<file path="src/rtl/delay_pkg.sv">
// Shared types and defaults for the random delay block.
package delay_pkg;

    typedef enum logic [1:0] {
        IDLE  = 2'd0,
        COUNT = 2'd1,
        FIRE  = 2'd2
    } delay_state_t;

    localparam int unsigned DEFAULT_WIDTH    = 8;
    localparam int unsigned DEFAULT_PRESCALE = 48;

endpackage

</file>
<file path="src/rtl/delay_tick.sv">
// Prescaler: counts enabled cycles 0..PRESCALE-1 and pulses tick on the last one.
module delay_tick #(
    parameter int unsigned PRESCALE = delay_pkg::DEFAULT_PRESCALE
) (
    input  logic clk,
    input  logic rst,
    input  logic clr,
    input  logic en,
    output logic tick
);

    localparam int unsigned PW = $clog2(PRESCALE + 1);

    logic [PW-1:0] cnt;

    assign tick = en && (cnt == PW'(PRESCALE - 1));

    always_ff @(posedge clk) begin
        if (rst || clr) begin
            cnt <= '0;
        end else if (en) begin
            cnt <= tick ? '0 : cnt + PW'(1);
        end
    end

endmodule

</file>
<file path="src/rtl/random_delay.sv">
// Captures an LFSR word as a tick count, waits that many prescaled ticks, then pulses time_out.
module random_delay
    import delay_pkg::*;
#(
    parameter int unsigned WIDTH    = DEFAULT_WIDTH,
    parameter int unsigned PRESCALE = DEFAULT_PRESCALE
) (
    input  logic             clk,
    input  logic             rst,
    input  logic             trigger,
    input  logic             abort,
    input  logic [WIDTH-1:0] seed,
    output logic             lfsr_en,
    output logic             busy,
    output logic             time_out,
    output logic [WIDTH-1:0] count
);

    delay_state_t     state, state_n;
    logic [WIDTH-1:0] count_n;
    logic             lfsr_en_n;
    logic             tick_clr;
    logic             tick;

    delay_tick #(
        .PRESCALE(PRESCALE)
    ) u_tick (
        .clk (clk),
        .rst (rst),
        .clr (tick_clr),
        .en  (state == COUNT),
        .tick(tick)
    );

    assign busy     = (state != IDLE);
    assign time_out = (state == FIRE);

    always_ff @(posedge clk) begin
        if (rst) begin
            state   <= IDLE;
            count   <= '0;
            lfsr_en <= 1'b0;
        end else begin
            state   <= state_n;
            count   <= count_n;
            lfsr_en <= lfsr_en_n;
        end
    end

    always_comb begin
        state_n   = state;
        count_n   = count;
        lfsr_en_n = 1'b0;
        tick_clr  = 1'b0;

        if (abort) begin
            // Abort overrides everything, including a same-cycle trigger in IDLE.
            state_n  = IDLE;
            count_n  = '0;
            tick_clr = 1'b1;
        end else begin
            case (state)
                IDLE: begin
                    if (trigger) begin
                        count_n   = (seed == '0) ? WIDTH'(1) : seed;
                        tick_clr  = 1'b1;
                        lfsr_en_n = 1'b1;
                        state_n   = COUNT;
                    end
                end
                COUNT: begin
                    if (tick) begin
                        if (count > WIDTH'(1)) begin
                            count_n = count - WIDTH'(1);
                        end else begin
                            count_n = '0;
                            state_n = FIRE;
                        end
                    end
                end
                FIRE: begin
                    state_n = IDLE;
                end
                default: begin
                    state_n = IDLE;
                    count_n = '0;
                end
            endcase
        end
    end

endmodule

</file>
<file path="config.mk">
export PLATFORM = sky130hd
export DESIGN_NAME = random_delay
export DESIGN_NICKNAME = d
export VERILOG_FILES = /design/src/rtl/delay_pkg.sv /design/src/rtl/delay_tick.sv /design/src/rtl/random_delay.sv
export SDC_FILE = /design/constraint.sdc
export NUM_CORES = 1
export LEC_CHECK = 0
export BUFFER_PORTS_ARGS = -buffer_cell sky130_fd_sc_hd__buf_2
export CAP_MARGIN = 20
export CORE_ASPECT_RATIO = 1.2
export CORE_MARGIN = 2
export CORE_UTILIZATION = 47
export CTS_BUF_LIST = sky130_fd_sc_hd__clkbuf_8 sky130_fd_sc_hd__clkbuf_16
export DETAILED_ROUTE_END_ITERATION = 6
export PLACE_DENSITY = 0.85
export SYNTH_ARGS = -nofsm -noshare
export SYNTH_HDL_FRONTEND = slang
export SYNTH_SLANG_ARGS = --single-unit
</file>
<file path="constraint.sdc">
create_clock -name clk -period 1.56 [get_ports clk]
set_input_delay 0.312 -clock clk [delete_from_list [all_inputs] [get_ports clk]]
set_output_delay 0.312 -clock clk [all_outputs]
set_load 0.02 [all_outputs]
</file>
**Yosys cells after proc, flatten, opt, wreduce, memory -nomap -nowiden**

Cells that the tools add are included.

- Logic and storage cells: 35
- Input port bits: 12
- Output and inout port bits: 11
- Register bits after elaboration: 17

- Bitwise operators: 1
- Magnitude comparators: 1
- Mux-type cells: 13
- Add/subtract/negate cells: 2
- Reduce and logical (&&, ||, !) cells: 8
- Eq/ne operators: 6

Operators with widths:

| operator | number |
|---|---|
| 2-to-1 mux 8 bit | 4 |
| one-hot mux 8 bit (3 select lines) | 1 |
| > comparator 8 x 1 -> 1 bit (second input constant) | 1 |
| logical NOT 8 bit | 1 |
| subtractor 8 x 1 -> 8 bit (second input constant) | 1 |
| adder 6 x 1 -> 6 bit (second input constant) | 1 |
| equality test 6 bit (second input constant) | 1 |
| 2-to-1 mux 2 bit | 3 |
| 2-to-1 mux 6 bit | 1 |
| != test 2 bit (second input constant) | 3 |
| AND reduction 3 bit | 2 |
| one-hot mux 2 bit (2 select lines) | 1 |
| 2-to-1 mux 1 bit | 3 |
| equality test 2 x 1 -> 1 bit (second input constant) | 1 |
| equality test 2 bit (second input constant) | 1 |
| logical NOT 2 bit | 1 |
| nonzero test 2 bit | 1 |
| OR reduction 2 bit | 1 |
| logical AND 1 bit | 1 |
| logical OR 1 bit | 1 |
| NOT 1 bit | 1 |

**Logic depth before layout (Yosys ltp)**

Gate-level depths: netlist of run 1.

- Word-level depth: 4
- Mapped depth: 8
- Mapped depth without buffers: 7

**Modules after synthesis**

Synthesis of run 1 repeated with hierarchy kept, for this count alone.

- Cells, all modules: 134
- Area, all modules: 1082.3 um^2

Modules (own cells, without submodules):

| module | sequential area each (um^2) | times used | cells each | area an instance (um^2) |
|---|---|---|---|---|
| random_delay | 220.2 | 1 | 99 | 779.5 |
| delay_tick | 120.1 | 1 | 35 | 302.8 |

**Worst setup path before layout of run 1**

OpenSTA, ideal clock, no wires.

- Kind: register to register
- From: register count[0]
- To: register count[1]
- Slack: -80 ps
- Data required time: 1489 ps
- Buffers on the path: 1
- Period minus slack after synthesis: 1640 ps
- Data arrival time: 1569 ps
- Cell stages (with the launch flop): 9
- Setup time: 71 ps
- Path through: dfxtp_1 -> inv_1 -> ha_1 -> nor2_1 -> and3b_1 -> buf_2 -> nor3b_1 -> o21ai_1 -> a21oi_1

- Longest elaborated chain between the ends: 4
- Elaborated cells between the ends (all ways): 5
- Those cells by class: add/sub: 1; order compare: 1; mux: 3

RTL lines:

| item | RTL line | text |
|---|---|---|
| from (decl) | random_delay.sv:16 | `output logic [WIDTH-1:0] count` |
| from (signal assigned) | random_delay.sv:45 | `count <= count_n;` |
| subtractor 8 x 1 -> 8 bit or > comparator 8 x 1 -> 1 bit (tied branches) | random_delay.sv:74, random_delay.sv:73 |  |
| 2-to-1 mux 8 bit (*) | random_delay.sv:73 | `if (count > WIDTH'(1)) begin` |
| 2-to-1 mux 8 bit (*) | random_delay.sv:72 | `if (tick) begin` |
| one-hot mux 8 bit (3 select lines) (*) | random_delay.sv:62 | `case (state)` |

Mark *: on every way between the ends. The rest lies on a longest branch, timed or not. The select of a mux whose other input is x is not followed.
A chain may end at the register's enable or synchronous reset.

**Final worst setup path of run 1**

- From: register count[1]
- To: register count[7]

The elaborated chain is that of the path after synthesis.

==> results.json, run 1 <==
{
  "synth_cells": 121,
  "pwr_density_cell_nw_per_um2": 765,
  "start_util_pct": 49.1,
  "path_clk_slew_ns": 0.07,
  "wire_per_inst_um": 15.7,
  "cap_violations": 0,
  "die_h_um": 54.4,
  "clkSinkCount": 17,
  "ys_ff_latch": 17,
  "clk_latency_ns": 0.26,
  "dr_total_vias": 1042,
  "routabilityCongestion": 0.968,
  "num_rows": 18,
  "leakagePower_nw": 0.578,
  "via_per_inst": 5.85,
  "yosysMostFrequentCell": "dfxtp_1",
  "ys_seq_area_share_pct": 34.2,
  "final-hold-violation-count": 0,
  "track_usage_pct": 25.6,
  "postCtsHoldBufs": 0,
  "worst_slack_ns": 0.0716,
  "syn2layout_area_growth_pct": 30.4,
  "cp.required_ns": 1.73,
  "end_kind": "register",
  "tightest_slew_ns": 0.477,
  "path_max_fanout": 5,
  "portBuffers": 22,
  "postCtsSetupBuffers": 0,
  "finalSetupViolCount": 0,
  "period_minus_slack_ns": 1.49,
  "numCtsBuffers": 3,
  "setup.worst_path.class": "register to register",
  "synthFlopType": "dfxtp_1",
  "clk_path_buf_depth": 2,
  "cts_root_buf": "clkbuf_8",
  "syn_nets": 136,
  "overflow": 0,
  "core-area_um2": 2030,
  "drt_iter0_markers": 16,
  "synth_top_area_share_pct": 34.2,
  "place_hpwl_um": 2200,
  "fmax_mhz": 672,
  "routed_wl_um": 2800,
  "critPathLaunchType": "register",
  "tritoncts": "built",
  "arrival_ns": 1.66,
  "synth_edf_count": 0,
  "finalPower_mw": 0.994,
  "die_w_um": 46.0,
  "htree_num_levels": 1,
  "synth_top_cells_by_count": "dfxtp_1, nand2_1, nor2_1",
  "io_pins": 23,
  "final_nets": 174,
  "layout-drive-gt1-share_pct": 37.3,
  "antenna_found_initial": 0,
  "yosys.area.top_type": "dfxtp_1",
  "tns_ns": 0,
  "grt_max_degree": 11,
  "drt_first_pass_iters": 4,
  "clock_skew_ns": 0.00524,
  "post-route-period-util_pct": 95.4,
  "ant_nets": 0,
  "grt_pass1_wl_um": 4450,
  "hold_slack_ns": 0.298,
  "grt_pass1_vias": 1012,
  "antenna_cells": 0,
  "max-vdd-ir-drop_mv": 0.667,
  "synth_area_leaders": "dfxtp_1, nor3_1, nand2_1",
  "outcome": "finished, final reports clean",
  "slew_headroom_pct": 67.9,
  "synth.cell_area_um2": 996,
  "ys_types": 45,
  "drc": 0,
  "ys_warn_count": 0,
  "synth.avg_cell_area_um2": 8.23,
  "hold_path_class": "input pin to register",
  "pre_cts_slack_ns": -0.00844,
  "fin_util_pct": 64.1,
  "slew_violations": 0,
  "die_area_um2": 2500,
  "ys_async_sr_fraction_pct": 0
}
[flip-flops by register name, summed over array words and instances (netlist names)]
name        count
count           8
u_tick.cnt      6
state           2
lfsr_en         1
[metrics by stage]
stage	instance area, um2	instances
after global routing	1300	178
after CTS	1270	178
final	1300	178
after detailed placement	1230	174
after floorplan	998	121
after global placement	1230	174
[cell type report]
class	count	area, um2
flip-flops and latches	17	345
clock buffers	3	41.3
fillers	191	728
well taps	20	25.0
repair buffers	37	223
inverters	6	22.5
multi-input cells	94	638
clock inverters	1	3.75
[placed cells by master (no fill, tap or decap), drive strengths merged, types with 2 or more instances in the layout]
cell type / n
a21oi: 5
a22o: 2
a41oi: 2
and2: 2
and2b: 2
buf: 37
clkbuf: 3
dfxtp: 17
ha: 3
inv: 7
nand2: 13
nand4: 3
nor2: 12
nor2b: 4
nor3: 10
o21ai: 11
o32ai: 2
xor2: 3
[worst max-delay path, cell delays in order, from the launching register on]
cell     delay, ns
dfxtp_2       0.35
inv_1         0.06
ha_1          0.19
nor2_2        0.12
and3b_2       0.26
buf_4         0.15
o32ai_1       0.26
[worst paths after layout]
check             slack [ns]                   from  depth (start not counted)               endpoint
hold / removal          0.30                seed[5]                          3  count[5]$_SDFFE_PP0P_
setup reg to reg        0.07  count[1]$_SDFFE_PP0P_                          6  count[7]$_SDFFE_PP0P_
hold reg to reg         0.48  count[1]$_SDFFE_PP0P_                          2  count[1]$_SDFFE_PP0P_
setup / recovery        0.07  count[1]$_SDFFE_PP0P_                          6  count[7]$_SDFFE_PP0P_
[timing repair]
action                     CTS  global route
resized for setup            1             7
pin swaps                    0             1
cloned                       0             0
setup endpoints to repair    1             8
[logic make-up after synthesis]
family                   synth area share [%]
AO/OA/AOI/OAI                            23.1
multiplexers                             2.14
flip-flops                               34.2
AND/OR/NAND/NOR                          29.0
adder cells (fa/ha/maj)                  3.77
XOR/XNOR                                 3.52
buffers and inverters                    4.27
[power by group]
| group | internal [mW] | total [mW] | switching (mW) |
|---|---|---|---|
| registers | 0.443 | 0.454 | 0.0107 |
| logic | 0.0901 | 0.208 | 0.118 |
| clock network | 0.175 | 0.332 | 0.157 |
[routing by layer]
layer	routed length, um	up-vias	track usage (%)
li1	-	518	-
met1	1130	480	28.3
met2	1460	40	44.4
met3	163	4	3.63
met4	55	0	17.1
met5	0	-	0
Power figures use the tool's default switching activity.
==> run 2: changes to the inputs <==
==> constraint.sdc (replaced) <==
create_clock -name clk -period 1.56 [get_ports clk]
set_input_delay 0 -clock clk [delete_from_list [all_inputs] [get_ports clk]]
set_output_delay 0 -clock clk [all_outputs]
set_load 0.02 [all_outputs]
==> results.json, run 2 (synthesis results as in run 1) <==
{
  "io_pins": 23,
  "start_util_pct": 49.1,
  "layout_common_cells": "buf_2, dfxtp_1, nand2_1",
  "cts_root_buf": "clkbuf_8",
  "final_common_cell": "buf_2",
  "die_area_um2": 2500,
  "critPathLaunchType": "register",
  "postCtsSetupBuffers": 0,
  "via_per_inst": 5.94,
  "antenna_cells": 0,
  "ff_latch_area_um2": 345,
  "place_hpwl_um": 1940,
  "pwr_density_cell_nw_per_um2": 778,
  "grt_pass1_vias": 922,
  "antenna_found_initial": 0,
  "max-vdd-ir-drop_mv": 0.670,
  "track_usage_pct": 21.0,
  "end_kind": "register",
  "routed_wl_um": 2510,
  "drt_first_pass_iters": 4,
  "grt_max_degree": 12,
  "n_fill_cell": 182,
  "placed_cells": 165,
  "clk_path_buf_depth": 2,
  "period_minus_slack_ns": 1.53,
  "path_max_fanout": 8,
  "slew_headroom_pct": 75.2,
  "grt_pass1_wl_um": 3830,
  "cap_violations": 0,
  "drc": 0,
  "top_register": "count",
  "path_clk_slew_ns": 0.06,
  "cpLargestDelayFamily": "simple AND/OR/NAND/NOR gates",
  "numCtsBuffers": 3,
  "final-hold-violation-count": 0,
  "cp_cell_sequence": "and2b_4, nand4_1, o32ai_1",
  "wire_per_inst_um": 14.8,
  "cp.required_ns": 1.70,
  "tightest_slew_ns": 0.369,
  "dr_total_vias": 1010,
  "largestRegisters": "count (8), u_tick.cnt (6), state (2)",
  "hold_path_class": "input pin to register",
  "arrival_ns": 1.68,
  "tritoncts": "built",
  "max_stage_delay_ns": 0.47,
  "fmax_mhz": 652,
  "rrSetupSlack_ns": 0.03,
  "routabilityCongestion": 0.965,
  "slew_violations": 0,
  "finalSetupViolCount": 0,
  "layout-drive-gt1-share_pct": 32.7,
  "multiInputGateArea_um2": 643,
  "die_h_um": 54.4,
  "die_w_um": 46.0,
  "leakagePower_nw": 0.548,
  "clk_latency_ns": 0.25,
  "num_rows": 18,
  "setup.worst_path.class": "register to register",
  "ant_nets": 0,
  "core-area_um2": 2030,
  "htree_num_levels": 1,
  "final_nets": 166,
  "largest_reg_flops": 8,
  "clkSinkCount": 17,
  "post-route-period-util_pct": 98.4,
  "drt_iter0_markers": 28,
  "fin_cells": 170,
  "overflow": 0,
  "cp.buffers_inverters": 0,
  "portBuffers": 22,
  "finalPower_mw": 0.969,
  "outcome": "finished, final reports clean",
  "cp_slowest_cell": "dfxtp_1",
  "syn2layout_area_growth_pct": 25.1,
  "clock_skew_ns": 0.000947
}
==> run 2: through the flow <==
step           utilization [%]  hold WS [ns]  area (um2)  setup TNS (ns)  setup WS (ns)
3_5_place_dp              57.2         0.253        1160               0         0.0431
5_1_grt                   61.5         0.117        1250        -0.00686       -0.00686
6_report                  61.5         0.105        1250               0         0.0253
2_1_floorplan                -         0.128         998               0         0.0213
3_3_place_gp              57.2         0.245        1160               0         0.0732
4_1_cts                   59.9         0.105        1210               0         0.0265
==> run 2: metal layers <==
layer | vias up | track usage [%] | share of wire (%) | wire (um)
met5 | - | 0 | 0 | 0
met4 | 0 | 11.4 | 2.9 | 72
met3 | 7 | 0.990 | 4.0 | 100
met2 | 45 | 37.3 | 50 | 1260
met1 | 461 | 24.7 | 43 | 1090
li1 | 497 | - | - | -
==> run 2: worst min-delay path, cell delays in order <==
cell    delay (ns)
buf_2         0.09
mux2_2        0.14
a32o_1        0.10
==> run 2: path summary, 6_finish.rpt <==
path                              start                    end  cells past startpoint
setup reg to reg  state[0]$_SDFFE_PP0P_  count[7]$_SDFFE_PP0P_                      3
setup / recovery  state[0]$_SDFFE_PP0P_  count[7]$_SDFFE_PP0P_                      3
hold / removal                  seed[4]  count[4]$_SDFFE_PP0P_                      3
hold reg to reg   count[1]$_SDFFE_PP0P_  count[1]$_SDFFE_PP0P_                      2
==> run 2: final cells by class <==
cell class	count	share of cell area (%)
clock buffers	3	3.31
well taps	20	2.01
inverters	6	1.81
repair buffers	29	13.3
multi-input cells	94	51.6
flip-flops and latches	17	27.7
clock inverters	1	0.301
==> run 2: timing repair <==
action                     CTS  global route
gates resized for setup      0             8
hold endpoints to repair     1             0
setup endpoints to repair    0             7
hold buffers                 1             0
==> run 2: where the power goes <==
group          switching [mW]  internal (mW)
clock network           0.145          0.175
registers              0.0132          0.444
logic                   0.111         0.0811
==> run 3: changes to the inputs <==
Clock period 1.56 ns to 1.3 ns, I/O delays scaled along.
==> results.json, run 3 (synthesis results as in run 1) <==
{
  "tns_ns": -1.14,
  "largestRegisters": "count (8), u_tick.cnt (6), state (2)",
  "dr_total_vias": 1168,
  "track_usage_pct": 28.5,
  "grt_max_degree": 11,
  "final-hold-violation-count": 0,
  "drc": 0,
  "clk_path_buf_depth": 2,
  "via_per_inst": 6.02,
  "cp.required_ns": 1.49,
  "io_pins": 23,
  "dpl_cell_area_um2": 1370,
  "antenna_found_initial": 0,
  "fin_cells": 194,
  "fin_util_pct": 73.9,
  "placed_cells": 186,
  "hold_slack_ns": 0.0116,
  "cpLargestDelayFamily": "compound AO/OA/AOI/OAI gates",
  "ff_latch_area_um2": 349,
  "syn2layout_area_growth_pct": 50.4,
  "routed_wl_um": 3170,
  "slew_headroom_pct": 68.5,
  "pre_cts_slack_ns": -0.150,
  "grt_setup_unrepaired": "true",
  "critPathLaunchType": "register",
  "wire_per_inst_um": 16.4,
  "multiInputGateArea_um2": 711,
  "die_h_um": 54.4,
  "layout_common_cells": "buf_4, buf_2, dfxtp_1",
  "drt_iter0_markers": 75,
  "pwr_density_cell_nw_per_um2": 831,
  "switching_share_pct": 28.9,
  "start_util_pct": 49.1,
  "path_clk_slew_ns": 0.07,
  "clk_latency_ns": 0.25,
  "failed_checks": "negative setup slack",
  "postLayoutCellArea_um2": 1500,
  "routabilityCongestion": 0.879,
  "max_stage_delay_ns": 0.39,
  "grt_pass1_vias": 1169,
  "cp_slowest_cell": "dfxtp_4",
  "drt_first_pass_iters": 4,
  "seqPwrFrac_pct": 43.6,
  "tritoncts": "built",
  "htree_num_levels": 1,
  "num_rows": 18,
  "worst_slack_ns": -0.170,
  "max-vdd-ir-drop_mv": 0.589,
  "layout-drive-gt1-share_pct": 49.4,
  "cp.buffers_inverters": 1,
  "cp_cell_sequence": "inv_2, ha_4, nor2_4, and3b_2, o32ai_2, a22o_1",
  "n_fill_cell": 152,
  "period_minus_slack_ns": 1.47,
  "clock_skew_ns": 0.00393,
  "arrival_ns": 1.66,
  "numCtsBuffers": 3,
  "finalPower_mw": 1.24,
  "pwr-share-clk_pct": 31.3,
  "largest_reg_flops": 8,
  "leakagePower_nw": 0.684,
  "top_register": "count",
  "die_w_um": 46.0,
  "hold_path_class": "input pin to register",
  "tightest_slew_ns": 0.468,
  "pwr-share-comb_pct": 25.1,
  "p_int_mw": 0.886,
  "core-area_um2": 2030,
  "outcome": "finished with violations",
  "end_kind": "register",
  "finalSetupViolCount": 10,
  "final_common_cell": "buf_4",
  "setup.worst_path.class": "register to register",
  "clkSinkCount": 17,
  "net-switching-power_mw": 0.359,
  "post-route-period-util_pct": 113,
  "ant_nets": 0,
  "place_hpwl_um": 2390,
  "fmax_mhz": 680,
  "grt_pass1_wl_um": 5130,
  "cts_root_buf": "clkbuf_8",
  "path_max_fanout": 6,
  "die_area_um2": 2500,
  "final_nets": 190,
  "portBuffers": 22,
  "slew_violations": 0,
  "antenna_cells": 0,
  "overflow": 0,
  "cap_violations": 0
}
## run 3: changes by cell type in the layout (fill, tap and decap cells not counted), moves of 2 or more
cell,delta
o21ai_1,+2
ha_4,+2
o21ai_0,-2
ha_1,-2
buf_4,+25
inv_1,-2
nand2_2,+2
nor3_1,-2
nand2_1,-2
## run 3: final timing paths
path                               from                          to  slack (ns)  cells after the start
max               count[0]$_SDFFE_PP0P_       count[0]$_SDFFE_PP0P_       -0.17                      6
min                             seed[5]       count[5]$_SDFFE_PP0P_        0.01                      3
max reg2reg       count[0]$_SDFFE_PP0P_       count[0]$_SDFFE_PP0P_       -0.17                      6
min reg2reg  u_tick.cnt[5]$_SDFFE_PP0P_  u_tick.cnt[5]$_SDFFE_PP0P_        0.54                      2
## run 3: routing by layer
| metal | GRT usage, % | wire, um |
|---|---|---|
| met1 | 31.3 | 1150 |
| met2 | 51.6 | 1680 |
| met3 | 3.96 | 197 |
| met4 | 15.2 | 140 |
| met5 | 0 | 0 |
## run 3: area by class of cell
cell class,count,area share [%]
Multi-Input combinational cell,94,47.5
Sequential cell,17,23.3
Timing Repair Buffer,53,22.9
Clock buffer,3,2.76
Inverter,6,1.67
Tap cell,20,1.67
Clock inverter,1,0.251
## run 3: worst reg2reg max path, delay by kind of cell (launching register included)
kind | cells | cell delay, ns
AOI/OAI and AO/OA | 2 | 0.45
adders and majority gates | 1 | 0.17
buffers and inverters | 1 | 0.05
DFF | 1 | 0.39
and+or+nand+nor | 2 | 0.35
## run 3: what timing repair did
action	CTS	global route
endpoints found under the setup margin	11	14
hold buffers	0	0
setup buffers	3	1
resized for setup	8	5
pin swaps	7	7
## run 3: power groups by stage
stage	combinational (mW)	sequential, mW	clock [mW]
6_report	0.312	0.543	0.390
5_1_grt	0.338	0.544	0.411
4_1_cts	0.292	0.542	0.389
3_5_place_dp	0.270	0.553	0
3_3_place_gp	0.259	0.552	0
2_1_floorplan	0.154	0.568	0
